## src/rtl/intra_pkg.sv

```systemverilog
// intra_pkg: bank geometry, FSM state encoding and the TU-size to group-count helper
package intra_pkg;
    localparam int NBANK = 8;
    localparam int PIX_PER_BANK = 4;
    localparam int LEFT_BASE_DEF = 128;
    localparam logic [1:0] S_IDLE = 2'd0;
    localparam logic [1:0] S_ROW = 2'd1;
    localparam logic [1:0] S_COL = 2'd2;
    // Out-of-range sizes fall back to the largest TU (8 groups of 4 pixels)
    function automatic logic [3:0] grp_cnt(input logic [2:0] log2sz);
        return (log2sz >= 3'd2 && log2sz <= 3'd5) ? 4'd1 << (log2sz - 3'd2) : 4'd8;
    endfunction
endpackage

```

## src/rtl/intra_bank_scatter.sv

```systemverilog
// intra_bank_scatter: rotates up to 8 consecutive 4-pixel groups onto the banks selected by their group index
module intra_bank_scatter
    import intra_pkg::*;
#(
    parameter int BD = 8,
    parameter int AW = 8
) (
    input  logic [6:0]                        base_i,
    input  logic [3:0]                        n_i,
    input  logic [6:0]                        limit_i,
    input  logic [AW-1:0]                     off_i,
    input  logic [BD*PIX_PER_BANK*NBANK-1:0]  line_i,
    output logic [BD*PIX_PER_BANK*NBANK-1:0]  word_o,
    output logic [AW*NBANK-1:0]               adr_o,
    output logic [NBANK-1:0]                  en_o
);
    localparam int WW = BD * PIX_PER_BANK;
    // Bank b receives the unique group k whose index base+k lands on b
    for (genvar b = 0; b < NBANK; b++) begin : g_bank
        logic [2:0] k;
        logic [6:0] g;
        assign k = 3'(b) - base_i[2:0];
        assign g = base_i + {4'd0, k};
        assign en_o[b] = ({1'b0, k} < n_i) && (g < limit_i);
        assign adr_o[AW*(NBANK-1-b) +: AW] = off_i + AW'(g[6:3]);
        assign word_o[WW*(NBANK-1-b) +: WW] = line_i[WW*k +: WW];
    end
endmodule

```

## src/rtl/intra_nbr_writer.sv

```systemverilog
// intra_nbr_writer: turns one TU boundary job into a ROW beat (plus TL corner) and a COL beat for the neighbour SRAM
module intra_nbr_writer
    import intra_pkg::*;
#(
    parameter int bitDepth  = 8,
    parameter int SRAMDW    = bitDepth * 4,
    parameter int AW        = 8,
    parameter int AW_TL     = 11,
    parameter int LEFT_BASE = LEFT_BASE_DEF
) (
    input  logic                       clk,
    input  logic                       rst,
    input  logic                       job_valid,
    output logic                       job_ready,
    input  logic [5:0]                 job_x4,
    input  logic [4:0]                 job_y4,
    input  logic [2:0]                 job_log2sz,
    input  logic [bitDepth*32-1:0]     job_row,
    input  logic [bitDepth*32-1:0]     job_col,
    input  logic [bitDepth-1:0]        job_tl,
    input  logic [6:0]                 pic_w4,
    input  logic [5:0]                 pic_h4,
    input  logic                       wr_stall,
    output logic [AW*NBANK-1:0]        wAdr,
    output logic [SRAMDW*NBANK-1:0]    wData,
    output logic [AW_TL-1:0]           wAdr_TL,
    output logic [bitDepth-1:0]        wData_TL,
    output logic [8:0]                 wE_n,
    output logic                       busy
);
    logic [1:0] state_q, state_d;
    logic [4:0] y4_q, y4_d;
    logic [3:0] n_q, n_d;
    logic [bitDepth*32-1:0] col_q, col_d;
    logic [AW*NBANK-1:0] wadr_q, wadr_d;
    logic [SRAMDW*NBANK-1:0] wdata_q, wdata_d;
    logic [AW_TL-1:0] wadr_tl_q, wadr_tl_d;
    logic [bitDepth-1:0] wdata_tl_q, wdata_tl_d;
    logic [8:0] we_q, we_d;
    logic [3:0] n_in;
    logic [4:0] tl_y;
    logic [5:0] tl_x;
    logic accept, to_col, to_idle;
    logic [NBANK-1:0] row_en, col_en, s_en;
    logic [AW*NBANK-1:0] row_adr, col_adr, s_adr;
    logic [SRAMDW*NBANK-1:0] row_word, col_word, s_word;

    assign n_in = grp_cnt(job_log2sz);
    assign tl_y = job_y4 + 5'(n_in) - 5'd1;
    assign tl_x = job_x4 + 6'(n_in) - 6'd1;
    assign job_ready = (state_q == S_IDLE) | ((state_q == S_COL) & ~wr_stall);
    assign accept = job_valid & job_ready;
    assign to_col = (state_q == S_ROW) & ~wr_stall;
    assign to_idle = (state_q == S_COL) & ~wr_stall & ~accept;
    assign busy = state_q != S_IDLE;
    assign wE_n = we_q | {9{wr_stall}};
    assign wAdr = wadr_q;
    assign wData = wdata_q;
    assign wAdr_TL = wadr_tl_q;
    assign wData_TL = wdata_tl_q;

    // ROW beat is built straight from the incoming job so it can be registered on the accept edge
    intra_bank_scatter #(.BD(bitDepth), .AW(AW)) u_row (
        .base_i  ({1'b0, job_x4}),
        .n_i     (n_in),
        .limit_i (pic_w4),
        .off_i   ('0),
        .line_i  (job_row),
        .word_o  (row_word),
        .adr_o   (row_adr),
        .en_o    (row_en)
    );

    intra_bank_scatter #(.BD(bitDepth), .AW(AW)) u_col (
        .base_i  ({2'b0, y4_q}),
        .n_i     (n_q),
        .limit_i ({1'b0, pic_h4}),
        .off_i   (AW'(LEFT_BASE)),
        .line_i  (col_q),
        .word_o  (col_word),
        .adr_o   (col_adr),
        .en_o    (col_en)
    );

    always_comb begin
        s_en = accept ? row_en : to_col ? col_en : '0;
        s_adr = accept ? row_adr : col_adr;
        s_word = accept ? row_word : col_word;
        state_d = accept ? S_ROW : to_col ? S_COL : to_idle ? S_IDLE : state_q;
        y4_d = accept ? job_y4 : y4_q;
        n_d = accept ? n_in : n_q;
        col_d = accept ? job_col : col_q;
        we_d = accept ? {1'b0, ~row_en} : to_col ? {1'b1, ~col_en} : to_idle ? 9'h1FF : we_q;
        wadr_tl_d = accept ? AW_TL'({tl_y, tl_x}) : wadr_tl_q;
        wdata_tl_d = accept ? job_tl : wdata_tl_q;
        wadr_d = wadr_q;
        wdata_d = wdata_q;
        // Disabled banks hold their last address/data to avoid toggling the SRAM inputs
        for (int b = 0; b < NBANK; b++) begin
            if (s_en[b]) begin
                wadr_d[AW*(NBANK-1-b) +: AW] = s_adr[AW*(NBANK-1-b) +: AW];
                wdata_d[SRAMDW*(NBANK-1-b) +: SRAMDW] = s_word[SRAMDW*(NBANK-1-b) +: SRAMDW];
            end
        end
    end

    always_ff @(posedge clk) begin
        if (rst) begin
            state_q <= S_IDLE;
            y4_q <= '0;
            n_q <= '0;
            col_q <= '0;
            wadr_q <= '0;
            wdata_q <= '0;
            wadr_tl_q <= '0;
            wdata_tl_q <= '0;
            we_q <= 9'h1FF;
        end else begin
            state_q <= state_d;
            y4_q <= y4_d;
            n_q <= n_d;
            col_q <= col_d;
            wadr_q <= wadr_d;
            wdata_q <= wdata_d;
            wadr_tl_q <= wadr_tl_d;
            wdata_tl_q <= wdata_tl_d;
            we_q <= we_d;
        end
    end
endmodule

```

## config.mk

```make
export PLATFORM = sky130hd
export DESIGN_NAME = intra_nbr_writer
export DESIGN_NICKNAME = d
export VERILOG_FILES = /design/src/rtl/intra_pkg.sv /design/src/rtl/intra_bank_scatter.sv /design/src/rtl/intra_nbr_writer.sv
export SDC_FILE = /design/constraint.sdc
export NUM_CORES = 2
export LEC_CHECK = 0
export ABC_CLOCK_PERIOD_IN_PS = 9800
export BUFFER_PORTS_ARGS = -buffer_cell sky130_fd_sc_hd__clkbuf_2
export CORE_UTILIZATION = 30
export CTS_BUF_LIST = sky130_fd_sc_hd__clkbuf_4 sky130_fd_sc_hd__clkbuf_8
export CTS_CLUSTER_DIAMETER = 100
export DETAILED_ROUTE_END_ITERATION = 7
export PLACE_DENSITY = 0.55
export SETUP_SLACK_MARGIN = 0.5
export SLEW_MARGIN = 0
export SYNTH_ARGS = -nofsm -noshare
export SYNTH_HDL_FRONTEND = slang
export SYNTH_SLANG_ARGS = --single-unit
```

## constraint.sdc

```tcl
create_clock -name clk -period 9.8 [get_ports clk]
set_input_delay 0.98 -clock clk [delete_from_list [all_inputs] [get_ports clk]]
set_output_delay 0.98 -clock clk [all_outputs]
set_load 0.005 [all_outputs]
```

Yosys cells after proc, flatten, opt, wreduce, memory -nomap -nowiden
Cells that the tools add are included.
{"block": "classes", "n_reduce_logical": 22, "shifts": 17, "add_sub_neg": 45, "n_bitwise": 10, "magnitude_cmp": 34, "n_mul": 0, "n_eq_ne": 2, "div_mod_pow": 0, "n_mux": 11}
{"operator": "$shiftx A256 B9 Y32", "n": 16}
{"operator": "$mux W256", "n": 1}
{"operator": "$add A8 B4 Y8 const A", "n": 8}
{"operator": "$lt A3 B4 Y1", "n": 16}
{"operator": "$mux W64", "n": 1}
{"operator": "$add A6 B3 Y7", "n": 8}
{"operator": "$lt A7 B6 Y1", "n": 8}
{"operator": "$lt A7 B7 Y1", "n": 8}
{"operator": "$add A5 B3 Y6", "n": 8}
{"operator": "$mux W9", "n": 3}
{"operator": "$sub A3 B3 Y3 const A", "n": 8}
{"operator": "$logic_and A1 B1 Y1", "n": 17}
{"operator": "$mux W8", "n": 2}
{"operator": "$not A8 Y8", "n": 2}
{"operator": "$sub A1 B3 Y3 const A", "n": 4}
{"operator": "$sub A2 B3 Y3 const A", "n": 4}
{"operator": "$or A9 B9 Y9", "n": 1}
{"operator": "$add A6 B4 Y6", "n": 1}
{"operator": "$sub A6 B1 Y6 const B", "n": 1}
{"operator": "$add A5 B4 Y5", "n": 1}
{"operator": "$sub A5 B1 Y5 const B", "n": 1}
{"operator": "$and A1 B1 Y1", "n": 4}
{"operator": "$mux W2", "n": 2}
{"operator": "$mux W4", "n": 1}
{"operator": "other kinds (13)", "n": 15}
{"block": "word_totals", "latchBits": 0, "in_bits": 551, "mem_bits_rw": 0, "output_inout_bits": 350, "ff_bits": 615, "memories": 0, "romBits": 0, "elab_cells": 165}

Longest topological paths before layout
{"block": "depth", "word_depth": 9, "depth_mapped": 21, "ltp_nobuf": 15}

Modules after synthesis
From an unflattened synthesis, not the netlist that was laid out.
{"block": "unflattened", "hier_cells": 5994, "area_unflattened_um2": 49742.7}
{"module": "intra_nbr_writer", "area_per_inst_um2": 24737.5, "n_inst": 1, "cells_each": 3149}
{"module": "intra_bank_scatter (u_col)", "area_per_inst_um2": 12558.3, "n_inst": 1, "cells_each": 1426}
{"module": "intra_bank_scatter (u_row)", "area_per_inst_um2": 12446.9, "n_inst": 1, "cells_each": 1419}

Worst setup path before layout
No wires, ideal clock.
{"block": "synth_timing", "path_type": "input port to flip-flop", "startpoint": "input job_x4[1]", "endpoint": "register wdata_q[43], in the netlist wData[43]", "path_slack_ns": 4.695, "arrival_time_ns": 4.971, "cell_stages": 18, "setup_time_ns": 0.134, "n_path_buf": 6, "path_cell_list": "clkbuf_1 -> clkbuf_1 -> clkinv_1 -> clkbuf_1 -> ha_1 -> xor2_1 -> or3_1 -> a211oi_1 -> xor2_1 -> ha_1 -> a21o_1 -> a211o_1 -> or3_1 -> buf_2 -> buf_6 -> buf_1 -> nand4_1 -> o41ai_1"}
{"block": "synth_between", "elab_chain_len": 5, "elab_cells_between_ends": 8, "classes_between": "add/sub: 2; order compare: 2; shift: 1; mux: 2; reduce/logical: 1"}
{"item": "start, declared", "line": "intra_nbr_writer.sv:15", "rtl": "input logic [5:0] job_x4,"}
{"item": "$sub A3 B3 Y3", "line": "intra_bank_scatter.sv:22", "rtl": "assign k = 3'(b) - base_i[2:0];"}
{"item": "$add A6 B3 Y7", "line": "intra_bank_scatter.sv:23", "rtl": "assign g = base_i + {4'd0, k};"}
{"item": "$lt A7 B7 Y1", "line": "intra_bank_scatter.sv:24", "rtl": "assign en_o[b] = ({1'b0, k} < n_i) && (g < limit_i);"}
{"item": "$logic_and A1 B1 Y1", "line": "intra_bank_scatter.sv:24"}
{"item": "$mux W8", "line": "intra_nbr_writer.sv:86", "rtl": "s_en = accept ? row_en : to_col ? col_en : '0;"}
{"item": "end signal, assigned", "line": "intra_nbr_writer.sv:124", "rtl": "wdata_q <= wdata_d;"}
{"item": "end, declared", "line": "intra_nbr_writer.sv:36", "rtl": "logic [SRAMDW*NBANK-1:0] wdata_q, wdata_d;"}
Several ways; a longest one is shown, not always the timed one.
A chain may end at the register's enable or synchronous reset.

Worst setup path in the final report
{"block": "layout_timing", "startpoint": "register y4_q[1]", "endpoint": "register wdata_q[225], in the netlist wData[225]"}
{"block": "layout_between", "elab_chain_len": 6, "elab_cells_between_ends": 9, "classes_between": "add/sub: 2; order compare: 2; shift: 1; mux: 3; reduce/logical: 1"}
{"item": "start, declared", "line": "intra_nbr_writer.sv:32", "rtl": "logic [4:0] y4_q, y4_d;"}
{"item": "start signal, assigned", "line": "intra_nbr_writer.sv:120", "rtl": "y4_q <= y4_d;"}
{"item": "$sub A1 B3 Y3", "line": "intra_bank_scatter.sv:22"}
{"item": "$add A5 B3 Y6", "line": "intra_bank_scatter.sv:23"}
{"item": "$lt A7 B6 Y1", "line": "intra_bank_scatter.sv:24"}
{"item": "$logic_and A1 B1 Y1", "line": "intra_bank_scatter.sv:24"}
{"item": "$mux W8 (2 in series)", "line": "intra_nbr_writer.sv:86"}
Several ways; a longest one is shown, not always the timed one.

==> key figures <==
Run status
  – Outcome: complete, no violations

Critical path
  – Worst-path fanout max: 49
  – Reg2Reg Setup Slack: roughly 4.1 ns
  – Critical Path AT: around 6.5 ns
  – Critical path endpoint category: flip-flop
  – Worst Reg-to-Reg Cells: 14
  – Slowest CP cell: dfxtp_4
  – CP startpoint kind: flip-flop
  – Most frequent CP cell: xnor2_1
  – Crit-path cells: inv_1, ha_4, xnor2_1, o31ai_1, a221oi_1, xnor2_1, ha_1, a21o_1, nand2_1, nand3_1, a211oi_1, nor2_4, buf_4, o41ai_1
  – Setup CP Type: flip-flop to flip-flop
  – CP peak stage delay: roughly 0.89 ns
  – R2R Path End: wData[225]
  – CP required: between 10 and 15 ns
  – RR Startpoint: y4_q[1]

Die
  – # rows: 136
  – Placeable Area: about 140000 um2
  – Die width: around 380 um
  – DIE AREA: around 140000 um2
  – Die Height: about 380 um
  – Num ports: 901
  – Initial Utilization: 30.4%

Timing
  – Final Critical Period: 5.72 ns
  – Period utilisation layout: 58.4%
  – RSZ-0062 raised after global routing: false
  – Slew Viols, Final: 0
  – Hold slack: 0.325 ns
  – Final hold violation count: 0
  – Rel. slew slack: about an eighth
  – Setup Viol. Count Final: 0
  – Worst-Margin Slew: about 1.3 ns
  – Setup TNS: 0 ns
  – Max Fclk: approximately 170 MHz
  – Clk_skew: around 0.069 ns

Global routing
  – GR Overflow Total: 0
  – Initial antenna violation count: 45
  – Largest net degree at the start of global routing: approximately 190
  – Total GRT Usage: 32.3%
  – First-pass GRT wire length: roughly 320000 um
  – Vias in the first global route: ~38000

CTS
  – Number of clock sinks: between 500 and 600
  – Clk slew on worst S/H paths: around 0.060 ns
  – Setup bufs post-CTS: 0
  – Post-CTS Hold Fix Bufs: 0
  – Longest Clk Path Bufs: 3
  – CTS tree: done
  – PostCTS Resize Cnt: 0
  – H-tree depth: 3
  – Clk_lat worst skew: ~0.88 ns
  – Root Driver: clkbuf_8
  – Inserted Clock Buffers: approximately 110

Routing
  – Drt wl/cell: between 30 and 40 um
  – DRT antenna net count: 0
  – Initial DRC Count: around 5500
  – DR vias/cell: between 6 and 7
  – Vias: 42900
  – Post-route DRC: 0
  – TritonRoute pass-1 iters: 6
  – Total Wirelength: 239000 um

Power
  – PD cells: around 170 nW/um2
  – Combinational power share: about a third
  – Pwr Total: around 0.0085 W
  – Sw Share: about two fifths
  – Pleak: approximately 20 nW
  – Int Pwr: slightly above 0.005 W
  – Peak supply drop: about 0.000096 V
  – Clock power frac: between 30% and 40%
  – Psw: 0.00336 W
  – Seq pwr share: 33.4%

Worst hold path
  – Hold Startpoint: job_col[166]
  – Worst Hold Depth: 3
  – Worst hold endpoint: col_q[166]
  – Hold Crit Class: primary input to flip-flop

Placement
  – Routability congestion estimate: between 1 and 1.5
  – Number of port buffers: about 900
  – HPWL Detailed: 187000 um
  – Placed cell count: ~6700

Cells and area
  – Nets@finish: around 5700
  – Share of layout cells above drive strength 1: ~34%
  – Fin cells: between 6000 and 7000
  – Filler cells: approximately 14000
  – Most frequent cells in the layout: 872 x clkbuf_2, 671 x nand2_1, 588 x dfxtp_1
  – Footprint of the multi-input gates: approximately 28000 um2
  – Storage cell area: between 10000 and 15000 um2
  – Area Overhead vs Synth: 19.4%
  – Commonest non-fill, non-tap cell in the layout: clkbuf_2

Yosys
  – Yosys cell types: 73
  – Post-synthesis sequential area ratio: 28.1%
  – Yosys warning total: 0
  – EDFF count, synth: 0
  – Synthesized area: ~42000 um2
  – Main synth FF type: dfxtp_1
  – Post-synthesis async set-or-reset flop share: 0%
  – Mapped Cells: roughly 4400
  – Syn_area_per_cell: 9.57 um2
  – Yosys reg bits: between 500 and 600

Run
  – Count of max-cap constraint violations: 0
-- flip-flops by register name, indices dropped and copies added, names as in the netlist --
name,cells
col_q,256
wData,256
wAdr,39
wAdr_TL,11
we_q,9
wData_TL,8
y4_q,5
n_q,4
state_q,2
-- power groups by stage --
stage | Clock (W) | Sequential [W] | Combinational (W)
2_1_floorplan | 0 | 0.00278 | 0.00159
6_report | 0.00280 | 0.00284 | 0.00286
3_5_place_dp | 0 | 0.00289 | 0.00275
5_1_grt | 0.00293 | 0.00286 | 0.00298
3_3_place_gp | 0 | 0.00288 | 0.00273
4_1_cts | 0.00284 | 0.00284 | 0.00276
-- critical path: cells and delay by family, from the launching register on --
kind	cells	cell delay, ns
adder cells (fa/ha/maj)	2	0.65
AND/OR/NAND/NOR	3	0.40
buffers and inverters	2	0.71
AO/OA/AOI/OAI	5	2.10
XOR/XNOR	2	0.80
flip-flops	1	0.89
-- routing by layer --
metal / wire length [um] / GRT usage (%) / share of wire, %
met3: 35600 / 15.5 / 15
met5: 356 / 0.926 / 0.15
met2: 92300 / 42.5 / 39
met1: 102000 / 45.2 / 43
met4: 9020 / 10.8 / 3.8
-- metrics by stage --
| step | setup slack, ns | instance area (um2) | utilization, % |
|---|---|---|---|
| 2_1_floorplan | 4.69 | 42100 | - |
| 3_3_place_gp | 3.91 | 47500 | 34.4 |
| 3_5_place_dp | 3.83 | 47500 | 34.4 |
| 4_1_cts | 4.18 | 50000 | 36.2 |
| 5_1_grt | 3.83 | 50100 | 36.3 |
| 6_report | 4.08 | 50100 | 36.3 |
-- cells in the mapped netlist (all sizes together) (4+ instances only) --
| cell type | n | area [um2] |
|---|---|---|
| and2 | 12 | 75.1 |
| mux2i | 233 | 2330 |
| dfxtp | 590 | 11800 |
| clkbuf | 275 | 1030 |
| nor3 | 12 | 70.1 |
| a21oi | 467 | 2340 |
| o41ai | 81 | 709 |
| mux2 | 21 | 236 |
| nor2b | 16 | 100 |
| o21ai | 39 | 195 |
| nor2 | 231 | 867 |
| xor2 | 17 | 149 |
| a31oi | 10 | 68.8 |
| and3 | 21 | 131 |
| o31ai | 8 | 65.1 |
| a2111o | 40 | 450 |
| mux4 | 472 | 10600 |
| a211o | 7 | 61.3 |
| a311oi | 8 | 70.1 |
| nand3 | 18 | 90.1 |
| a221oi | 5 | 50.0 |
| o2111ai | 4 | 35.0 |
| nand3b | 4 | 30.0 |
| ha | 143 | 1790 |
| o22ai | 409 | 2560 |
| or2 | 14 | 87.6 |
| nand4 | 88 | 551 |
| a21o | 16 | 120 |
| xnor2 | 41 | 359 |
| clkinv | 4 | 20.0 |
| o21a | 24 | 180 |
| or3 | 32 | 205 |
| inv | 79 | 297 |
| buf | 188 | 1010 |
| nand2 | 682 | 2570 |
| o211ai | 7 | 52.6 |
| a211oi | 34 | 265 |
-- cell families (layout without fill, tap and decap cells) --
| kind of cell | Yosys count | after routing | share of synthesized area, % |
|---|---|---|---|
| AO/OA/AOI/OAI | 1176 | 1176 | 17.6 |
| adder cells (fa/ha/maj) | 145 | 145 | 4.36 |
| XOR/XNOR | 58 | 58 | 1.21 |
| multiplexers | 726 | 726 | 31.5 |
| flip-flops | 590 | 590 | 28.1 |
| AND/OR/NAND/NOR | 1142 | 1142 | 11.6 |
| buffers and inverters | 546 | 1225 | 5.63 |
| other | 1 | 55 | 0.00894 |
-- how the worst max path moves through the flow --
| stage | cells past startpoint | slack, ns | endpoint | from |
|---|---|---|---|---|
| 2_1_floorplan | 18 | 4.69 | wData[43] | job_x4[1] |
| 3_3_place_gp | 15 | 3.91 | wData[162] | job_x4[1] |
| 3_5_place_dp | 15 | 3.83 | wData[167] | job_x4[1] |
| 4_1_cts | 14 | 4.18 | wData[225] | y4_q[1] |
| 5_1_grt | 14 | 3.83 | wData[234] | y4_q[1] |
| 6_report | 14 | 4.08 | wData[225] | y4_q[1] |
-- area by class of cell --
class	instances	area share, %
Multi-Input combinational cell	3272	56.1
Sequential cell	590	23.6
Timing Repair Buffer	939	9.85
Tap cell	1863	4.65
Clock buffer	171	4.30
Clock inverter	32	0.734
Inverter	83	0.637
Antenna cell	30	0.150
Note: power is estimated with default switching activity, not from simulation.
